$ cat config.mk
export PLATFORM = sky130hd
export DESIGN_NAME = serial_cla_seq
export DESIGN_NICKNAME = d
export VERILOG_FILES = /design/src/rtl/cla_pkg.sv /design/src/rtl/serial_cla_seq_addfour.sv /design/src/rtl/serial_cla_seq.sv
export SDC_FILE = /design/constraint.sdc
export NUM_CORES = 1
export LEC_CHECK = 0
export ABC_AREA = 1
export ABC_CLOCK_PERIOD_IN_PS = 1920
export CORE_MARGIN = 3
export CORE_UTILIZATION = 51
export CTS_BUF_LIST = sky130_fd_sc_hd__clkbuf_2 sky130_fd_sc_hd__clkbuf_4 sky130_fd_sc_hd__clkbuf_8
export DETAILED_ROUTE_END_ITERATION = 10
export PLACE_DENSITY_LB_ADDON = 0.08
export SKIP_LAST_GASP = 1
export SYNTH_ARGS = -nofsm -noshare
export SYNTH_HDL_FRONTEND = slang
export SYNTH_SLANG_ARGS = --single-unit
$ cat constraint.sdc
create_clock -name clk -period 1.92 [get_ports clk]
set_clock_uncertainty 0.05 [all_clocks]
set_input_delay 0.288 -clock clk [delete_from_list [all_inputs] [get_ports clk]]
set_output_delay 0.288 -clock clk [all_outputs]
set_load 0.02 [all_outputs]
$ cat src/rtl/cla_pkg.sv
// Shared types and helpers for the serial carry-lookahead adder.
package cla_pkg;

  typedef enum logic [1:0] {
    IDLE = 2'd0,
    RUN  = 2'd1,
    DONE = 2'd2
  } state_t;

  localparam int SLICE_W = 4;

  // Counter width for n passes; never narrower than one bit.
  function automatic int cnt_width(input int n);
    return (n > 1) ? $clog2(n) : 1;
  endfunction

endpackage

$ cat src/rtl/serial_cla_seq_addfour.sv
// 4-bit carry-lookahead slice: flat generate/propagate expansion, no ripple.
module addfour (
  input  logic [3:0] a,
  input  logic [3:0] b,
  input  logic       cin,
  output logic [3:0] sum,
  output logic       cout
);

  logic [3:0] g;
  logic [3:0] p;
  logic [3:0] c;

  assign g = a & b;
  assign p = a ^ b;

  assign c[0] = cin;
  assign c[1] = g[0] | (p[0] & cin);
  assign c[2] = g[1] | (p[1] & g[0]) | (p[1] & p[0] & cin);
  assign c[3] = g[2] | (p[2] & g[1]) | (p[2] & p[1] & g[0])
              | (p[2] & p[1] & p[0] & cin);
  assign cout = g[3] | (p[3] & g[2]) | (p[3] & p[2] & g[1])
              | (p[3] & p[2] & p[1] & g[0]) | (p[3] & p[2] & p[1] & p[0] & cin);

  assign sum = p ^ c;

endmodule

$ cat src/rtl/serial_cla_seq.sv
// Multi-cycle adder: one 4-bit CLA slice reused over WIDTH/4 cycles, LS nibble first,
// with valid/ready handshakes on both sides.
module serial_cla_seq
  import cla_pkg::*;
#(
  parameter int WIDTH = 32
) (
  input  logic             clk,
  input  logic             rst,
  input  logic             in_valid,
  output logic             in_ready,
  input  logic [WIDTH-1:0] a,
  input  logic [WIDTH-1:0] b,
  input  logic             cin,
  output logic             out_valid,
  input  logic             out_ready,
  output logic [WIDTH-1:0] sum,
  output logic             cout,
  output logic             overflow,
  output logic             busy
);

  localparam int NIBBLES = WIDTH / SLICE_W;
  localparam int CW      = cnt_width(NIBBLES);

  generate
    if ((WIDTH % SLICE_W) != 0 || WIDTH < SLICE_W) begin : g_bad_width
      $error("serial_cla_seq: WIDTH must be a multiple of 4 and >= 4");
    end
  endgenerate

  state_t             state;
  logic [WIDTH-1:0]   a_reg;
  logic [WIDTH-1:0]   b_reg;
  logic [WIDTH-1:0]   sum_reg;
  logic               carry_reg;
  logic               a_msb;
  logic               b_msb;
  logic               ovf_reg;
  logic [CW-1:0]      cnt;
  logic               in_ready_reg;
  logic               out_valid_reg;
  logic               busy_reg;

  logic [SLICE_W-1:0]       slice_sum;
  logic                     slice_cout;
  logic [WIDTH+SLICE_W-1:0] sum_cat;
  logic                     last_pass;

  addfour u_slice (
    .a    (a_reg[SLICE_W-1:0]),
    .b    (b_reg[SLICE_W-1:0]),
    .cin  (carry_reg),
    .sum  (slice_sum),
    .cout (slice_cout)
  );

  // New nibble enters at the MSB end; the concatenation also covers WIDTH == 4.
  assign sum_cat   = {slice_sum, sum_reg};
  assign last_pass = (cnt == CW'(NIBBLES - 1));

  always_ff @(posedge clk) begin
    if (rst) begin
      state         <= IDLE;
      a_reg         <= '0;
      b_reg         <= '0;
      sum_reg       <= '0;
      carry_reg     <= 1'b0;
      a_msb         <= 1'b0;
      b_msb         <= 1'b0;
      ovf_reg       <= 1'b0;
      cnt           <= '0;
      in_ready_reg  <= 1'b1;
      out_valid_reg <= 1'b0;
      busy_reg      <= 1'b0;
    end else begin
      case (state)
        IDLE: begin
          if (in_valid) begin
            a_reg        <= a;
            b_reg        <= b;
            carry_reg    <= cin;
            a_msb        <= a[WIDTH-1];
            b_msb        <= b[WIDTH-1];
            cnt          <= '0;
            state        <= RUN;
            in_ready_reg <= 1'b0;
            busy_reg     <= 1'b1;
          end
        end
        RUN: begin
          sum_reg   <= sum_cat[WIDTH+SLICE_W-1:SLICE_W];
          a_reg     <= a_reg >> SLICE_W;
          b_reg     <= b_reg >> SLICE_W;
          carry_reg <= slice_cout;
          cnt       <= cnt + CW'(1);
          if (last_pass) begin
            // MSBs of the operands were shifted out long ago; use the captured copies.
            ovf_reg       <= a_msb ^ b_msb ^ slice_sum[SLICE_W-1] ^ slice_cout;
            state         <= DONE;
            out_valid_reg <= 1'b1;
          end
        end
        DONE: begin
          if (out_ready) begin
            state         <= IDLE;
            out_valid_reg <= 1'b0;
            in_ready_reg  <= 1'b1;
            busy_reg      <= 1'b0;
          end
        end
        default: begin
          state         <= IDLE;
          out_valid_reg <= 1'b0;
          in_ready_reg  <= 1'b1;
          busy_reg      <= 1'b0;
        end
      endcase
    end
  end

  assign in_ready  = in_ready_reg;
  assign out_valid = out_valid_reg;
  assign busy      = busy_reg;
  assign sum       = sum_reg;
  assign cout      = carry_reg;
  assign overflow  = ovf_reg;

endmodule

; ---- Yosys cells after proc, flatten, opt, wreduce, memory -nomap -nowiden
; Index checks and enable logic that the tools add are counted.
[classes]
n_reduce_logical = 8
bitwise_logic = 34
n_eq_ne = 6
mux = 20
add_sub_neg = 1
[op_table]
columns = cell, n
row1 = 32-bit case mux with 2 select lines, 2
row2 = 32-bit 2-to-1 mux, 2
row3 = 1-bit bitwise AND, 16
row4 = 1-bit OR, 10
row5 = 1-bit case mux with 3 select lines, 3
row6 = 3-bit AND reduction, 3
row7 = 4-bit bitwise XOR, 2
row8 = 1-bit 2-to-1 mux, 6
row9 = 2-bit 2-to-1 mux, 3
row10 = 2-bit != test (second input constant), 3
row11 = 2-bit case mux with 3 select lines, 1
row12 = 3-bit case mux with 2 select lines, 1
row13 = 2-bit AND reduction, 3
row14 = 4-bit bitwise AND, 1
row15 = 3-bit by 1-bit adder with 3-bit output (second input constant), 1
row16 = 3-bit == test (second input constant), 1
row17 = 3-bit 2-to-1 mux, 1
row18 = 1-bit bitwise XOR, 3
row19 = 2-bit by 1-bit == test with 1-bit output (second input constant), 1
row20 = 2-bit == test (second input constant), 1
row21 = 2-bit zero test, 1
row22 = 1-bit NOT, 2
row23 = 1-bit case mux with 2 select lines, 1
row24 = 2-bit nonzero test, 1
[totals]
out_inout_bits = 37
regBits = 108
in_bits = 69
word_cells = 81

; ---- Depth between registers and ports, before layout
[depth]
ltp_word = 8
depth_mapped = 12
depth_no_buf = 12

; ---- Cells and area by module
; From an unflattened synthesis, not the netlist that was laid out.
[hier_totals]
hier_cells = 705
area_unflattened_um2 = 4742.0
[modules_own_cells]
columns = module, area_each_um2, cells_each, seq_area_each_um2, n_inst
row1 = serial_cla_seq, 4553.1, 674, 2162.1, 1
row2 = addfour, 188.9, 31, 0.0, 1

; ---- Worst setup path after synthesis
; OpenSTA, ideal clock, no wires.
[synth_path]
path_kind = register -> register
startpoint = reg a_reg[2]
endpoint = reg ovf_reg (netlist: overflow)
n_path_buf = 0
arrival_ns = 1.424
t_required_ns = 1.761
slack_ns = 0.337
stages_incl_launch_ff = 11
setup_time_ns = 0.109
synth_period_minus_slack_ns = 1.583
cell_sequence = dfxtp_1 -> ha_1 -> or2_2 -> nand2_1 -> nand2_1 -> nand2_1 -> nand3_1 -> nand3_1 -> nand3_1 -> nand2_1 -> inv_1
[synth_between]
elab_chain_cells = 8
word_cells_on_any_way = 24
cone_classes = 24 x bitwise
[synth_rtl]
columns = element, line
row1 = "start, declared", serial_cla_seq.sv:33  ; logic [WIDTH-1:0] a_reg;
row2 = "start signal, assigned", serial_cla_seq.sv:93  ; a_reg <= a_reg >> SLICE_W;
row3 = 4-bit bitwise XOR, serial_cla_seq_addfour.sv:15  ; assign p = a ^ b;
row4 = 1-bit bitwise AND (on tied branches), "serial_cla_seq_addfour.sv:20, serial_cla_seq_addfour.sv:21"
row5 = "1-bit OR, or another cell as far along", serial_cla_seq_addfour.sv:20  ; assign c[3] = g[2] | (p[2] & g[1]) | (p[2] & p[1] & g[0])
row6 = 1-bit OR / 1-bit bitwise AND (equally long branches), "serial_cla_seq_addfour.sv:20, serial_cla_seq_addfour.sv:21"
row7 = 1-bit OR, serial_cla_seq_addfour.sv:21  ; | (p[2] & p[1] & p[0] & cin);
row8 = 4-bit bitwise XOR, serial_cla_seq_addfour.sv:25  ; assign sum = p ^ c;
row9 = 1-bit bitwise XOR, serial_cla_seq.sv:99  ; ovf_reg <= a_msb ^ b_msb ^ slice_sum[SLICE_W-1] ^ slice_cout;
row10 = 1-bit bitwise XOR *, serial_cla_seq.sv:99
row11 = "end signal, assigned", serial_cla_seq.sv:99
row12 = "end, declared", serial_cla_seq.sv:39  ; logic ovf_reg;
; Every way passes the cells marked *; elsewhere a longest branch is shown, timed or not.
; A chain may end at the register's enable or synchronous reset.

; ---- Worst setup path after layout
[layout_path]
startpoint = reg carry_reg (netlist: cout)
endpoint = out cout
[layout_rtl]
columns = element, line
row1 = "start, declared", serial_cla_seq.sv:36  ; logic carry_reg;
row2 = "start signal, assigned", serial_cla_seq.sv:82  ; carry_reg <= cin;
row3 = "start signal, assigned", serial_cla_seq.sv:95  ; carry_reg <= slice_cout;
row4 = "end, declared", serial_cla_seq.sv:18  ; output logic cout,
; No word-level cell between the ends.

==> metrics.json <==
{
  "drt_drc_violations_left": {"value": 0},
  "tritoncts": {"value": "done"},
  "std_cell_rows": {"value": 33},
  "io_buffer_count": {"value": 105},
  "n_antenna_cell": {"value": 0},
  "critPathBufInv": {"value": 1},
  "p_sw_frac": {"value": 0.3178},
  "grt_setup_unrepaired": {"value": "false"},
  "holdPathStages": {"value": 2},
  "max-cap-violations": {"value": 0},
  "p_leak": {"value": 2.292, "unit": "nW"},
  "power_frac_seq": {"value": 0.513},
  "grt_pass1_vias": {"value": 3821},
  "timing.critical_path.slowest_cell_delay": {"value": 0.67, "unit": "ns"},
  "hold_buffers": {"value": 0},
  "globalRouteMet3Util": {"value": 0.07077},
  "drt_iter0_drc": {"value": 179},
  "worst_hold_slack_after_final_layout": {"value": 0.4135, "unit": "ns"},
  "max_slew.worst_pin.slew": {"value": 0.4669, "unit": "ns"},
  "main_combinational_cell_family_by_area_after_synthesis": {"value": "compound AO/OA/AOI/OAI gates"},
  "antenna_violating_nets_left": {"value": 0},
  "syn_nets": {"value": 650},
  "power.internal": {"value": 0.003562, "unit": "W"},
  "layout-drive-gt1-share": {"value": 0.05723},
  "timing.setup.critical_path_class": {"value": "flip-flop to output pin"},
  "run_status": {"value": "completed"},
  "clkLatencyLatePin": {"value": 0.37, "unit": "ns"},
  "multi_input_area": {"value": 0.001949, "unit": "sq mm"},
  "synth.cells.most_frequent": {"value": "sky130_fd_sc_hd__nand2_1 (152), sky130_fd_sc_hd__dfxtp_1 (108), sky130_fd_sc_hd__o21ai_0 (75)"},
  "ys_warn_count": {"value": 0},
  "groute.layer.met2.usage": {"value": 0.3484},
  "power.switching": {"value": 0.001659, "unit": "W"},
  "dpl-instance-area": {"value": 0.005485, "unit": "sq mm"},
  "die_area": {"value": 0.009745, "unit": "sq mm"},
  "yosys.cell_count.top_type": {"value": "sky130_fd_sc_hd__nand2_1"},
  "place_hpwl": {"value": 7.005, "unit": "mm"},
  "grt_antenna_before_repair": {"value": 0},
  "end_kind": {"value": "output pin"},
  "routabilityCongestion": {"value": 0.8175},
  "crit_arrival": {"value": 1.46, "unit": "ns"},
  "cts_htree_levels": {"value": 3},
  "slew_headroom": {"value": 0.6887},
  "final-seq-area": {"value": 0.002162, "unit": "sq mm"},
  "final.period_utilization": {"value": 0.9383},
  "synth-edff-count": {"value": 0},
  "netlist_area": {"value": 0.004384, "unit": "sq mm"},
  "setup_tns": {"value": 0, "unit": "ns"},
  "critical_path_peak_fanout": {"value": 5},
  "synth_to_layout_area_growth": {"value": 29.34, "unit": "%"},
  "clock_sink_count": {"value": 108},
  "clkTransAtPathRegs": {"value": 0.11, "unit": "ns"},
  "synthCells": {"value": 574},
  "synth_fa_ha_area_frac": {"value": 0.02169},
  "overall_die_width": {"value": 98.72, "unit": "um"},
  "reg2reg_depth": {"value": 10},
  "wl": {"value": 10.40, "unit": "mm"},
  "synth.ff_latch_count": {"value": 108},
  "synth_top_flop_cell": {"value": "sky130_fd_sc_hd__dfxtp_1"},
  "ys_async_sr_fraction": {"value": 0},
  "grt_first_pass_wirelength": {"value": 17.43, "unit": "mm"},
  "grt_start_max_net_pins": {"value": 70},
  "power_per_cell_area": {"value": 920.8, "unit": "mW/mm^2"},
  "setup_viol": {"value": 0},
  "ys_seq_area_frac": {"value": 0.4932},
  "synth_xor_area_frac": {"value": 0.005993},
  "slowest_stage": {"value": "sky130_fd_sc_hd__clkdlybuf4s50_1"},
  "crit_path_start_kind": {"value": "flip-flop"},
  "min_path_type": {"value": "flip-flop to flip-flop"},
  "top_level_i_o_count": {"value": 106},
  "fin_area": {"value": 0.005670, "unit": "sq mm"},
  "layout.filler_cells": {"value": 721},
  "numnets_final": {"value": 735},
  "ctsLongestPathBuffers": {"value": 2},
  "synthDominantCellAreaShare": {"value": 0.4932},
  "post_drt_via_cell_ratio": {"value": 5.228},
  "post_drt_wl_per_cell": {"value": 13.53, "unit": "um"},
  "power.share.clock": {"value": 0.241},
  "ys_types": {"value": 28},
  "globalRouteMet1Util": {"value": 0.2777},
  "critical_path.top_delay_family": {"value": "buffers and inverters"},
  "grt_busiest_layer": {"value": "met2"},
  "finalMaxSlewViolations": {"value": 0},
  "yosys-top-cells-area": {"value": "sky130_fd_sc_hd__dfxtp_1 (49%), sky130_fd_sc_hd__nand2_1 (13%), sky130_fd_sc_hd__o21ai_0 (8.6%)"},
  "post_synth_mux_area_share": {"value": 0},
  "hold_path.startpoint": {"value": "in_ready"},
  "cts_made_buffers": {"value": 9},
  "vdd_ir_drop_max": {"value": 0.0005918, "unit": "V"},
  "min_tclk_post_route": {"value": 1.802, "unit": "ns"},
  "start_util": {"value": 0.5283},
  "hold-path-endpoint": {"value": "in_ready"},
  "synth_area_leader": {"value": "sky130_fd_sc_hd__dfxtp_1"},
  "synth_compound_area_frac": {"value": 0.2126},
  "synth.avg_cell_area": {"value": 7.638, "unit": "sq um"},
  "cp_data_required_time": {"value": 1.58, "unit": "ns"},
  "globalRoute.totalOverflow": {"value": 0},
  "hold_violations": {"value": 0},
  "cp_cell_sequence": {"value": "clkdlybuf4s50_1"},
  "max_freq": {"value": 555.1, "unit": "MHz"},
  "core_area": {"value": 0.008299, "unit": "sq mm"},
  "reg2reg_setup_slack": {"value": 0.20, "unit": "ns"},
  "drt_first_pass_iters": {"value": 4},
  "clockRootBuffer": {"value": "sky130_fd_sc_hd__clkbuf_8"},
  "vias_after_detailed_routing": {"value": 4020},
  "cts_setup_buffers": {"value": 0},
  "fp.dieH": {"value": 98.72, "unit": "um"},
  "r2r_start": {"value": "b_reg[2]"},
  "pwr-share-comb": {"value": 0.246},
  "critical_path.reg2reg.endpoint": {"value": "overflow"},
  "synthSimpleGateAreaFrac": {"value": 0.2015},
  "grt_usage": {"value": 0.2154}
}
-- per-stage QoR --
stage | cells | worst slack (ns) | util | power, W
2_1_floorplan | 574 | 0.3369 | - | 0.003503
3_3_place_gp | 753 | 0.1678 | 0.6609 | 0.003965
3_5_place_dp | 753 | 0.09172 | 0.6609 | 0.003994
4_1_cts | 769 | 0.1164 | 0.6817 | 0.005239
5_1_grt | 769 | 0.03110 | 0.6833 | 0.005540
6_report | 769 | 0.1184 | 0.6833 | 0.005222
-- power by group through the flow --
stage | Clock, W | Sequential [W] | Combinational (W)
final | 0.00126 | 0.00268 | 0.00129
after global routing | 0.00139 | 0.00271 | 0.00144
after floorplan | 0 | 0.00279 | 0.000714
after detailed placement | 0 | 0.00272 | 0.00127
after CTS | 0.00128 | 0.00267 | 0.00128
after global placement | 0 | 0.00272 | 0.00125
-- cell usage in the layout, fill, tap and decap left out --
cell / count
sky130_fd_sc_hd__nor2_1: 56
sky130_fd_sc_hd__nor2_2: 1
sky130_fd_sc_hd__dfxtp_1: 108
sky130_fd_sc_hd__inv_1: 15
sky130_fd_sc_hd__o21ai_1: 14
sky130_fd_sc_hd__nand2_1: 152
sky130_fd_sc_hd__inv_2: 2
sky130_fd_sc_hd__nand3_1: 8
sky130_fd_sc_hd__o21ai_0: 75
sky130_fd_sc_hd__inv_4: 2
sky130_fd_sc_hd__or2_2: 1
sky130_fd_sc_hd__buf_4: 9
sky130_fd_sc_hd__nand4_1: 1
sky130_fd_sc_hd__nand3b_1: 2
sky130_fd_sc_hd__nor2_4: 2
sky130_fd_sc_hd__a31oi_1: 57
sky130_fd_sc_hd__ha_4: 1
sky130_fd_sc_hd__o21a_1: 2
sky130_fd_sc_hd__ha_1: 5
sky130_fd_sc_hd__o211ai_1: 2
sky130_fd_sc_hd__buf_12: 3
sky130_fd_sc_hd__clkinv_2: 3
sky130_fd_sc_hd__fa_1: 1
sky130_fd_sc_hd__a21oi_1: 20
sky130_fd_sc_hd__nand2_2: 1
sky130_fd_sc_hd__xor2_1: 3
sky130_fd_sc_hd__clkdlybuf4s50_1: 105
sky130_fd_sc_hd__clkinvlp_4: 1
sky130_fd_sc_hd__inv_6: 3
sky130_fd_sc_hd__clkbuf_8: 9
-- per-layer routing --
metal  vias to the layer above  wire length, um
li1                       2092                -
met1                      1825             4758
met2                        95             4821
met3                         8              731
met4                         0               91
met5                         -                0
-- kinds of logic after synthesis --
family          Yosys count
simple gates            224
compound gates          170
xor+xnor                  3
buf+inv                  62
flops                   108
fa+ha+maj                 7
-- final cells by class --
| class | count | share of cell area |
|---|---|---|
| sequential | 108 | 0.3813 |
| inverter | 19 | 0.01346 |
| tap | 105 | 0.02317 |
| timing repair buffer | 117 | 0.2079 |
| multi-input combinational | 404 | 0.3438 |
| clock buffer | 9 | 0.02184 |
| clock inverter | 7 | 0.008605 |
-- worst register-to-register path, delay by kind of cell (launching register included) --
kind                       cells  cell delay (ns)
and+or+nand+nor                8             0.92
buffers and inverters          1             0.03
adders and majority gates      1             0.23
DFF                            1             0.40
-- worst max path at each step --
| stage | startpoint | to | slack, ns | cells after the start |
|---|---|---|---|---|
| 6_report | cout | cout | 0.12 | 1 |
| 5_1_grt | cout | cout | 0.03 | 1 |
| 3_3_place_gp | in_valid | b_reg[14] | 0.17 | 8 |
| 4_1_cts | cout | cout | 0.12 | 1 |
| 2_1_floorplan | a_reg[2] | overflow | 0.34 | 10 |
| 3_5_place_dp | in_valid | b_reg[5] | 0.09 | 8 |
-- timing repair --
item	4_1_cts	5_1_grt
endpoints found under the setup margin	0	1
hold endpoints to repair	0	0
resized for setup	0	1
Power figures use the tool's default switching activity.
